$ cat config.mk
export PLATFORM = sky130hd
export DESIGN_NAME = axi_sram_slave
export DESIGN_NICKNAME = d
export VERILOG_FILES = /design/src/rtl/axi_sram_slave.sv
export SDC_FILE = /design/constraint.sdc
export NUM_CORES = 1
export LEC_CHECK = 0
export ABC_CLOCK_PERIOD_IN_PS = 4450
export BUFFER_PORTS_ARGS = -buffer_cell sky130_fd_sc_hd__buf_2
export CAP_MARGIN = 25
export CORE_AREA = 2 2 192 194
export CTS_CLUSTER_SIZE = 24
export DETAILED_ROUTE_END_ITERATION = 7
export DIE_AREA = 0 0 194 196
export PLACE_DENSITY = 0.67
export SLEW_MARGIN = 20
export SYNTH_ARGS = -nofsm -noshare
export SYNTH_HDL_FRONTEND = slang
export SYNTH_SLANG_ARGS = --single-unit
export TNS_END_PERCENT = 1
$ cat constraint.sdc
create_clock -name clk -period 4.45 [get_ports clk]
set_input_delay 0.6675 -clock clk [delete_from_list [all_inputs] [get_ports clk]]
set_output_delay 0.6675 -clock clk [all_outputs]
set_load 0.05 [all_outputs]
$ cat src/rtl/axi_sram_slave.sv
// rtl/axi_sram_slave.sv - AXI4 slave serving one burst at a time from a single-port 64-bit SRAM
module axi_sram_slave #(
  parameter logic [63:0] base  = 64'hc000_0000,
  parameter int          depth = 8192,
  parameter int          aw    = 13
) (
  input  logic          clk,
  input  logic          rst,
  input  logic [7:0]    s_axi_awid,
  input  logic [63:0]   s_axi_awaddr,
  input  logic [7:0]    s_axi_awlen,
  input  logic [2:0]    s_axi_awsize,
  input  logic [1:0]    s_axi_awburst,
  input  logic          s_axi_awvalid,
  output logic          s_axi_awready,
  input  logic [63:0]   s_axi_wdata,
  input  logic [7:0]    s_axi_wstrb,
  input  logic          s_axi_wlast,
  input  logic          s_axi_wvalid,
  output logic          s_axi_wready,
  output logic [7:0]    s_axi_bid,
  output logic [1:0]    s_axi_bresp,
  output logic          s_axi_bvalid,
  input  logic          s_axi_bready,
  input  logic [7:0]    s_axi_arid,
  input  logic [63:0]   s_axi_araddr,
  input  logic [7:0]    s_axi_arlen,
  input  logic [2:0]    s_axi_arsize,
  input  logic [1:0]    s_axi_arburst,
  input  logic          s_axi_arvalid,
  output logic          s_axi_arready,
  output logic [7:0]    s_axi_rid,
  output logic [63:0]   s_axi_rdata,
  output logic [1:0]    s_axi_rresp,
  output logic          s_axi_rlast,
  output logic          s_axi_rvalid,
  input  logic          s_axi_rready,
  output logic          mem_en,
  output logic [7:0]    mem_we,
  output logic [aw-1:0] mem_addr,
  output logic [63:0]   mem_wdat,
  input  logic [63:0]   mem_rdat
);

  localparam logic [63:0] span = 64'(depth) << 3;

  typedef enum logic [2:0] {IDLE, WDATA, WRESP, RREQ, RRESP} state_t;

  state_t      r_state;
  logic        r_prio;            // 0: write wins a tie, 1: read wins
  logic [7:0]  r_id;
  logic [63:0] r_addr;
  logic [7:0]  r_len;
  logic [2:0]  r_size;
  logic [1:0]  r_burst;
  logic [7:0]  r_cnt;
  logic        r_err;
  logic        r_bvalid;
  logic [7:0]  r_bid;
  logic [1:0]  r_bresp;
  logic        r_rvalid;
  logic [7:0]  r_rid;
  logic [1:0]  r_rresp;
  logic        r_rlast;
  logic        r_rgate;

  logic [63:0] w_off;
  logic        w_oor;
  logic        w_gate;
  logic [63:0] w_step;
  logic [63:0] w_wmask;
  logic [63:0] w_inc;
  logic [63:0] w_next;
  logic        w_both;
  logic        w_aw_grant;
  logic        w_ar_grant;
  logic        w_last_beat;
  logic        w_wbeat;

  // Offset wraps below base, so one unsigned compare covers both window edges.
  assign w_off       = r_addr - base;
  assign w_oor       = (w_off >= span);
  assign w_gate      = r_err | w_oor;
  assign w_step      = 64'd1 << r_size;
  assign w_wmask     = ((64'(r_len) + 64'd1) << r_size) - 64'd1;
  assign w_inc       = r_addr + w_step;
  assign w_both      = s_axi_awvalid & s_axi_arvalid;
  assign w_aw_grant  = (r_state == IDLE) & s_axi_awvalid & (~s_axi_arvalid | ~r_prio);
  assign w_ar_grant  = (r_state == IDLE) & s_axi_arvalid & (~s_axi_awvalid | r_prio);
  assign w_last_beat = (r_cnt == r_len);
  assign w_wbeat     = (r_state == WDATA) & s_axi_wvalid;

  always_comb begin
    w_next = r_addr;
    case (r_burst)
      2'd1:    w_next = w_inc;
      2'd2:    w_next = (r_addr & ~w_wmask) | (w_inc & w_wmask);
      default: w_next = r_addr;
    endcase
  end

  assign s_axi_awready = w_aw_grant;
  assign s_axi_arready = w_ar_grant;
  assign s_axi_wready  = (r_state == WDATA);
  assign s_axi_bvalid  = r_bvalid;
  assign s_axi_bid     = r_bid;
  assign s_axi_bresp   = r_bresp;
  assign s_axi_rvalid  = r_rvalid;
  assign s_axi_rid     = r_rid;
  assign s_axi_rresp   = r_rresp;
  assign s_axi_rlast   = r_rlast;
  // SRAM holds its output until the next access, so rdata is stable under backpressure.
  assign s_axi_rdata   = (r_rvalid & ~r_rgate) ? mem_rdat : 64'd0;

  assign mem_addr = w_off[aw+2:3];
  assign mem_wdat = s_axi_wdata;

  always_comb begin
    mem_en = 1'b0;
    mem_we = 8'd0;
    if (w_wbeat & ~w_gate) begin
      mem_en = 1'b1;
      mem_we = s_axi_wstrb;
    end else if ((r_state == RREQ) & ~w_gate) begin
      mem_en = 1'b1;
    end
  end

  always_ff @(posedge clk or negedge rst) begin
    if (!rst) begin
      r_state  <= IDLE;
      r_prio   <= 1'b0;
      r_id     <= 8'd0;
      r_addr   <= 64'd0;
      r_len    <= 8'd0;
      r_size   <= 3'd0;
      r_burst  <= 2'd0;
      r_cnt    <= 8'd0;
      r_err    <= 1'b0;
      r_bvalid <= 1'b0;
      r_bid    <= 8'd0;
      r_bresp  <= 2'd0;
      r_rvalid <= 1'b0;
      r_rid    <= 8'd0;
      r_rresp  <= 2'd0;
      r_rlast  <= 1'b0;
      r_rgate  <= 1'b0;
    end else begin
      case (r_state)
        IDLE: begin
          if ((w_aw_grant | w_ar_grant) & w_both) r_prio <= ~r_prio;
          if (w_aw_grant) begin
            r_id    <= s_axi_awid;
            r_addr  <= s_axi_awaddr;
            r_len   <= s_axi_awlen;
            r_size  <= s_axi_awsize;
            r_burst <= s_axi_awburst;
            r_cnt   <= 8'd0;
            r_err   <= (s_axi_awburst == 2'd3);
            r_state <= WDATA;
          end else if (w_ar_grant) begin
            r_id    <= s_axi_arid;
            r_addr  <= s_axi_araddr;
            r_len   <= s_axi_arlen;
            r_size  <= s_axi_arsize;
            r_burst <= s_axi_arburst;
            r_cnt   <= 8'd0;
            r_err   <= (s_axi_arburst == 2'd3);
            r_state <= RREQ;
          end
        end
        WDATA: begin
          if (s_axi_wvalid) begin
            if (s_axi_wlast | w_last_beat) begin
              r_bvalid <= 1'b1;
              r_bid    <= r_id;
              r_bresp  <= (w_gate | (s_axi_wlast ^ w_last_beat)) ? 2'b10 : 2'b00;
              r_state  <= WRESP;
            end else begin
              r_err  <= w_gate;
              r_addr <= w_next;
              r_cnt  <= r_cnt + 8'd1;
            end
          end
        end
        WRESP: begin
          if (s_axi_bready) begin
            r_bvalid <= 1'b0;
            r_state  <= IDLE;
          end
        end
        RREQ: begin
          r_err    <= w_gate;
          r_rgate  <= w_gate;
          r_rvalid <= 1'b1;
          r_rid    <= r_id;
          r_rresp  <= w_gate ? 2'b10 : 2'b00;
          r_rlast  <= w_last_beat;
          r_state  <= RRESP;
        end
        RRESP: begin
          if (s_axi_rready) begin
            r_rvalid <= 1'b0;
            if (r_rlast) begin
              r_state <= IDLE;
            end else begin
              r_addr  <= w_next;
              r_cnt   <= r_cnt + 8'd1;
              r_state <= RREQ;
            end
          end
        end
        default: r_state <= IDLE;
      endcase
    end
  end

endmodule

-- Word level (Yosys, flattened, before mapping)
Index checks and enable logic that the tools add are counted.
- register bits: 122
- input port bits: 314
- output and inout port bits: 176
- word-level logic and storage cells: 129
- add/subtract/negate cells: 5
- order comparisons: 1
- equal/unequal tests: 16
- shift operators: 2
- muxes and demuxes: 48
- bitwise operators: 26
- reductions and logical operators: 14
- operators with widths (cell ; count):
    $mux 64 ; 7
    $pmux 64 s3 ; 1
    $and 64x64->64 ; 2
    $pmux 64 s2 ; 1
    $mux 8 ; 11
    $add 64x64->64 ; 1
    $ge 64x17->1 const B ; 1
    $not 64->64 ; 1
    $or 64x64->64 ; 1
    $shl 1x3->64 const A ; 1
    $shl 9x3->64 ; 1
    $sub 64x1->64 const B ; 1
    $sub 64x32->64 const B ; 1
    $mux 3 ; 8
    $pmux 8 s3 ; 1
    $pmux 3 s5 ; 1
    $and 1x1->1 ; 10
    $mux 1 ; 10
    $mux 2 ; 5
    $ne 2x2->1 const B ; 5
    $add 8x1->9 const B ; 1
    $add 8x1->8 const B ; 1
    $eq 8x8->1 ; 1
    $reduce_and 4->1 ; 2
    other kinds (19) ; 37

-- Depth between registers and ports, before layout
Gate-level depths: netlist of run 1.
- depth after elaboration: 10
- depth in mapped cells: 15
- mapped depth without buffers: 14

-- Worst setup path before layout of run 1
OpenSTA, ideal clock, no wires.
- kind: reg2out
- start point: reg (tool-made name)
- end point: out mem_we[0]
- arrival: 2.799 ns
- required time: 3.783 ns
- setup slack: 0.984 ns
- stages on the path, launching flop included: 11
- path buffers: 1
- path through: dfrtp_1 -> and2_1 -> or3_1 -> nor2_1 -> nand4b_1 -> mux2_2 -> o32a_1 -> a211oi_1 -> and3_1 -> clkbuf_1 -> and2_1
- RTL lines (what ; RTL line ; text):
    to (decl) ; 39 ; output logic [7:0] mem_we,

==> results of run 1 <==
-- cell usage in the layout, fill, tap and decap left out, drive strengths merged, types with 18 or more instances in the layout --
| master | synthesis | routed |
|---|---|---|
| a21oi | 97 | 97 |
| a31oi | 51 | 51 |
| and2 | 79 | 79 |
| buf | 104 | 397 |
| clkbuf | 66 | 20 |
| dfrtp | 119 | 119 |
| inv | 26 | 26 |
| mux2 | 18 | 18 |
| mux2i | 19 | 19 |
| nand2 | 241 | 241 |
| nand3 | 45 | 45 |
| nand4 | 21 | 21 |
| nor2 | 111 | 111 |
| nor3 | 41 | 41 |
| nor4 | 34 | 34 |
| o211ai | 23 | 23 |
| o21ai | 62 | 62 |
| o22ai | 20 | 20 |
| xor2 | 22 | 22 |
-- worst reg2reg max path: stages (launching register included) --
cell and delay [ns]:
dfrtp_1 0.57, ha_1 0.49, nand3_2 0.28, a221oi_1 0.52
a22o_1 0.22, a211o_1 0.20, or3_1 0.24, nand2b_4 0.19
nor3_1 0.06, ha_1 0.19, o21ai_0 0.50, nor2_1 0.08
a41oi_1 0.21, o21ai_0 0.09
-- cells by family after synthesis --
kind of cell	count (synthesis)	share of synthesized area, %
adders and majority gates	14	1.72
xor gates and xnor gates	36	3.04
other	1	0.0353
buffers and inverters	196	10.1
DFF	119	28.0
AOI/OAI and AO/OA	365	23.0
and+or+nand+nor	659	30.4
muxes	37	3.70
-- layer usage --
| layer | part of all wire (%) | up-vias | track usage [%] |
|---|---|---|---|
| li1 | - | 5565 | - |
| met1 | 44 | 5617 | 29.6 |
| met2 | 45 | 553 | 34.2 |
| met3 | 8.8 | 92 | 5.76 |
| met4 | 2.6 | 4 | 6.73 |
| met5 | 0.053 | - | 0 |
-- repair_timing --
item                       4_1_cts  5_1_grt
hold buffers                     0        0
setup endpoints to repair        0        1
gates resized for setup          0        1
-- power by group --
group | internal [uW] | total, uW | switching, uW
clock network | 1100 | 1660 | 563
registers | 1580 | 2350 | 769
logic | 2140 | 6340 | 4200
total | 4820 | 10400 | 5530
-- per-stage QoR --
step	cell area [um^2]	util (%)	cells	hold WS, ns
6_report	13100	36.2	2156	0.271
5_1_grt	13100	36.2	2155	0.313
4_1_cts	13100	36.2	2154	0.295
3_5_place_dp	12400	34.3	2123	0.489
3_3_place_gp	12400	34.3	2122	0.482
2_1_floorplan	10600	-	1428	0.372
-- cell type report --
class / instances / area, um^2
Timing Repair Buffer: 397 / 2110
Clock inverter: 11 / 219
Clock buffer: 20 / 467
Multi-Input combinational cell: 1113 / 6620
Sequential cell: 119 / 2980
Antenna cell: 2 / 5.00
Inverter: 26 / 98.8
Fill cell: 3834 / 23000
Tap cell: 468 / 586
-- final timing paths --
| kind | startpoint | to | slack [ns] | cells after the start |
|---|---|---|---|---|
| worst max-delay path | register | mem_en | 0.26 | 11 |
| min in group clk | s_axi_arlen[4] | r_len[4]$_DFFE_PN0P_ | 0.49 | 3 |
| worst max register to register | r_len[0]$_DFFE_PN0P_ | register | 0.48 | 13 |
| worst min register to register | s_axi_bid[3]$_DFFE_PN0P_ | s_axi_bid[3]$_DFFE_PN0P_ | 0.50 | 1 |
| max in group asynchronous | rst | r_state[2]$_DFFE_PN0P_ | 3.15 | 3 |
| worst min-delay path | rst | async pin | 0.27 | 1 |
==> impl_metrics.env, run 1 <==
export IMPL_status="complete, no violations"
export IMPL_grt_max_degree=70
export IMPL_max_cap_viol_count=0
export IMPL_grtUsageTotal_pct=21.9
export IMPL_maxSlewViolCount=0
export IMPL_layout_drive_gt1_share_pct=28.5
export IMPL_routed_wl_mm=43.2
export IMPL_dpl_worst_slack_ns=0.509
export IMPL_clock_latency_ns=0.43
export IMPL_finalSetupTns_ns=0
export IMPL_clk_pin_slew_ns=0.06
export IMPL_maxSlewHeadroom_pct=35.2
export IMPL_critPathArrivalTime_ns=3.52
export IMPL_cts_sinks=119
export IMPL_synth_seq_area_share_pct=28.0
export IMPL_critPathKind="reg2out"
export IMPL_fp_row_count=70
export IMPL_cts_max_level=4
export IMPL_via_count=11831
export IMPL_viasPerCell=5.49
export IMPL_wire_per_inst_um=20.0
export IMPL_fmax_mhz=239
export IMPL_avgSynthCellArea_um2=7.44
export IMPL_pin_count=490
export IMPL_start_util_pct=29.4
export IMPL_setup_viol=0
export IMPL_dieArea_um2=38000
export IMPL_async_flop_share_pct=100
export IMPL_cts_max_path_buffers=2
export IMPL_nets=2002
export IMPL_synth_cell_type_count=90
export IMPL_overflow=0
export IMPL_crit_family="simple AND/OR/NAND/NOR gates"
export IMPL_die_h_um=196
export IMPL_synth_edf_count=0
export IMPL_post_route_period_util_pct=94.2
export IMPL_ys_ff_latch=119
export IMPL_p_total_uw=10400
export IMPL_cts_root_buf="clkbuf_16"
export IMPL_finalHoldViolCount=0
export IMPL_synthCells=1427
export IMPL_critPathSlowestCell="dfrtp_1"
export IMPL_peakVddDrop_v=0.000334
export IMPL_worstPathRequired_ns=3.78
export IMPL_yosysWarnings=0
export IMPL_grt_pass1_wl_mm=65.2
export IMPL_cts_made_buffers=17
export IMPL_cp_start_kind="register"
export IMPL_drt_first_pass_iters=5
export IMPL_synthFlopType="dfrtp_1"
export IMPL_ys_top_cells_by_count="nand2_1, dfrtp_1, nor2_1"
export IMPL_drcViolationCount=0
export IMPL_drt_iter0_markers=1039
export IMPL_fin_crit_ns=4.19
export IMPL_synth_top_cell_area_share_pct=28.0
export IMPL_power_leakage_uw=0.00590
export IMPL_hpwlAfterDp_mm=33.4
export IMPL_antenna_left=0
export IMPL_pwr_density_cell_nw_per_um2=792
export IMPL_hold_path_class="in2async"
export IMPL_gp_congestion=0.937
export IMPL_cp_max_fo=9
export IMPL_synth_top_cells_by_area="dfrtp_1, nand2_1, buf_4, and2_1, a21oi_1"
export IMPL_synth_area_leader_cell="dfrtp_1"
export IMPL_syn_to_final_growth_pct=23.1
export IMPL_antenna_found_initial=4
export IMPL_cp_end_kind="output pin"
export IMPL_worstMarginPinSlew_ns=0.969
export IMPL_rsz0062_at_grt="no"
export IMPL_die_w_um=194
export IMPL_core_area_um2=36100
export IMPL_cp_slowest_stage_delay_ns=0.44
export IMPL_skew_ns=0.0135
export IMPL_yosysMostFrequentCell="nand2_1"
export IMPL_syn_area_um2=10600
export IMPL_port_buffers=359
export IMPL_crit_chain="nor4_1 > nand4_1 > nor2_1 > nand4b_1 > mux2_2 > o32a_1 > a211oi_1 > buf_4 > and3_2 > a31o_2 > buf_2"
export IMPL_crit_buf_inv=2
export IMPL_post_cts_buffers=0
export IMPL_setup_ws_ns=0.260
export IMPL_grt_pass1_vias=11054
export IMPL_cts_tree="built"
Power figures use the tool's default switching activity.
==> inputs of run 2 (changes only) <==
--- a/config.mk
+++ b/config.mk
@@ -8,11 +8,12 @@
 export ABC_CLOCK_PERIOD_IN_PS = 4450
 export BUFFER_PORTS_ARGS = -buffer_cell sky130_fd_sc_hd__buf_2
 export CAP_MARGIN = 25
-export CORE_AREA = 2 2 192 194
+export CORE_AREA = 2 2 190 192
+export CTS_BUF_LIST = sky130_fd_sc_hd__clkbuf_4
 export CTS_CLUSTER_SIZE = 24
 export DETAILED_ROUTE_END_ITERATION = 7
-export DIE_AREA = 0 0 194 196
-export PLACE_DENSITY = 0.67
+export DIE_AREA = 0 0 192 194
+export PLACE_DENSITY = 0.68
 export SLEW_MARGIN = 20
 export SYNTH_ARGS = -nofsm -noshare
 export SYNTH_HDL_FRONTEND = slang
==> impl_metrics.env, run 2 (same netlist as run 1, synthesis figures left out) <==
export IMPL_rsz0062_at_grt="yes"
export IMPL_use_met3_pct=5.32
export IMPL_nFillCells=3756
export IMPL_grt_max_degree=73
export IMPL_via_count=11684
export IMPL_fp_row_count=69
export IMPL_p_sw_uw=5440
export IMPL_nets=1999
export IMPL_critPathKind="reg2out"
export IMPL_cts_tree="built"
export IMPL_critPathArrivalTime_ns=3.58
export IMPL_mostFrequentLayoutCell="buf_2"
export IMPL_instances_no_fill=2148
export IMPL_combPwrFrac_pct=65.4
export IMPL_dieArea_um2=37200
export IMPL_antenna_found_initial=5
export IMPL_layout_cells_most_common_list="buf_2, nand2_1, dfrtp_1, nor2_1, a21oi_1"
export IMPL_post_route_period_util_pct=95.5
export IMPL_worstPathRequired_ns=3.78
export IMPL_cts_sinks=119
export IMPL_pin_count=490
export IMPL_fmax_mhz=235
export IMPL_core_area_um2=35200
export IMPL_overflow=0
export IMPL_grt_pass1_wl_mm=63.2
export IMPL_gp_congestion=0.913
export IMPL_pwr_share_seq_pct=24.2
export IMPL_clock_latency_ns=0.60
export IMPL_p_int_uw=4170
export IMPL_cp_end_kind="output pin"
export IMPL_worstReg2RegStart="r_size[1]$_DFFE_PN0P_"
export IMPL_pwr_density_cell_nw_per_um2=753
export IMPL_maxSlewViolCount=0
export IMPL_reg2regPathDepth=14
export IMPL_min_to="r_id[5]$_DFFE_PN0P_"
export IMPL_setup_viol=0
export IMPL_grt_pass1_vias=10863
export IMPL_peakVddDrop_v=0.000297
export IMPL_status="complete, no violations"
export IMPL_met1_usage_pct=30.8
export IMPL_swShare_pct=56.6
export IMPL_layout_drive_gt1_share_pct=28.6
export IMPL_start_util_pct=30.2
export IMPL_port_buffers=359
export IMPL_whs_ns=0.305
export IMPL_maxSlewHeadroom_pct=37.0
export IMPL_die_h_um=194
export IMPL_grtUsageTotal_pct=21.9
export IMPL_regArea_um2=2980
export IMPL_skew_ns=0.0252
export IMPL_cts_root_buf="clkbuf_4"
export IMPL_cts_max_level=4
export IMPL_cts_max_path_buffers=2
export IMPL_die_w_um=192
export IMPL_min_path_cells=3
export IMPL_hold_path_class="in2reg"
export IMPL_cp_start_kind="register"
export IMPL_fin_crit_ns=4.25
export IMPL_multiInputGateArea_um2=6630
export IMPL_power_leakage_uw=0.00574
export IMPL_syn_to_final_growth_pct=20.0
export IMPL_grt_use_met2_pct=33.2
export IMPL_clk_pin_slew_ns=0.14
export IMPL_min_from="s_axi_awid[5]"
export IMPL_cts_made_buffers=17
export IMPL_post_cts_buffers=0
export IMPL_drcViolationCount=0
export IMPL_drt_first_pass_iters=7
export IMPL_utilization_pct=36.2
export IMPL_finalHoldViolCount=0
export IMPL_max_cap_viol_count=0
export IMPL_wire_per_inst_um=19.6
export IMPL_p_clk_share_pct=10.4
export IMPL_cp_max_fo=9
export IMPL_routed_wl_mm=42.2
export IMPL_ff2ff_setup_slack_ns=0.49
export IMPL_worstMarginPinSlew_ns=0.941
export IMPL_dp_cells=2111
export IMPL_viasPerCell=5.44
export IMPL_hpwlAfterDp_mm=32.4
export IMPL_p_total_uw=9600
export IMPL_antenna_left=0
export IMPL_grt_busiest_layer="met2"
export IMPL_drt_iter0_markers=1081
[run 2: routing by layer]
layer / vias up / share of wire, %
met1: 5507 / 45
met4: 0 / 2.1
li1: 5563 / -
met3: 69 / 8.3
met5: - / 0
met2: 545 / 45
[run 2: worst max-delay path by stage]
| stage | slack [ns] | end |
|---|---|---|
| 2_1_floorplan | 0.98 | mem_we[0] |
| 3_3_place_gp | 0.63 | mem_en |
| 3_5_place_dp | 0.57 | mem_en |
| 4_1_cts | 0.08 | mem_en |
| 5_1_grt | -0.04 | mem_en |
| 6_report | 0.20 | mem_en |
[run 2: area by class of cell]
class,instances,share of cell area [%]
diodes,3,0.0589
clock buffers,17,1.00
clock inverters,15,1.67
inverters,26,0.775
multi-input cells,1113,52.0
flip-flops and latches,119,23.4
well taps,461,4.52
repair buffers,394,16.6
[run 2: critical path, cell delays in order (launching register included)]
cell and delay, ns:
dfrtp_1 0.47, and2_1 0.25, or3_1 0.40, nor2_1 0.11, nand4b_1 0.15, mux2_2 0.30, o32a_1 0.19, a211oi_2 0.25
buf_4 0.21, and3_2 0.26, a31o_2 0.17, clkbuf_4 0.24
[run 2: metrics by stage]
stage | setup TNS (ns) | setup WS (ns) | area, um^2
after floorplan | 0 | 0.984 | 10600
after global placement | 0 | 0.627 | 12300
after detailed placement | 0 | 0.573 | 12300
after CTS | 0 | 0.0759 | 12700
after global routing | -0.0841 | -0.0411 | 12700
final | 0 | 0.199 | 12700
[run 2: what timing repair did]
action                                 in CTS  in global routing
hold buffers                                0                  1
endpoints found under the hold margin       0                 15
gates resized for setup                     1                 11
setup endpoints to repair                   9                  9
pin swaps                                   0                  1
[run 2: power by group through the flow]
| stage | sequential, uW | clock, uW | combinational [uW] |
|---|---|---|---|
| after floorplan | 2270 | 0 | 4580 |
| after global placement | 2300 | 0 | 6160 |
| after detailed placement | 2320 | 0 | 6230 |
| after CTS | 2300 | 1010 | 6250 |
| after global routing | 2410 | 1050 | 6850 |
| final | 2330 | 997 | 6280 |
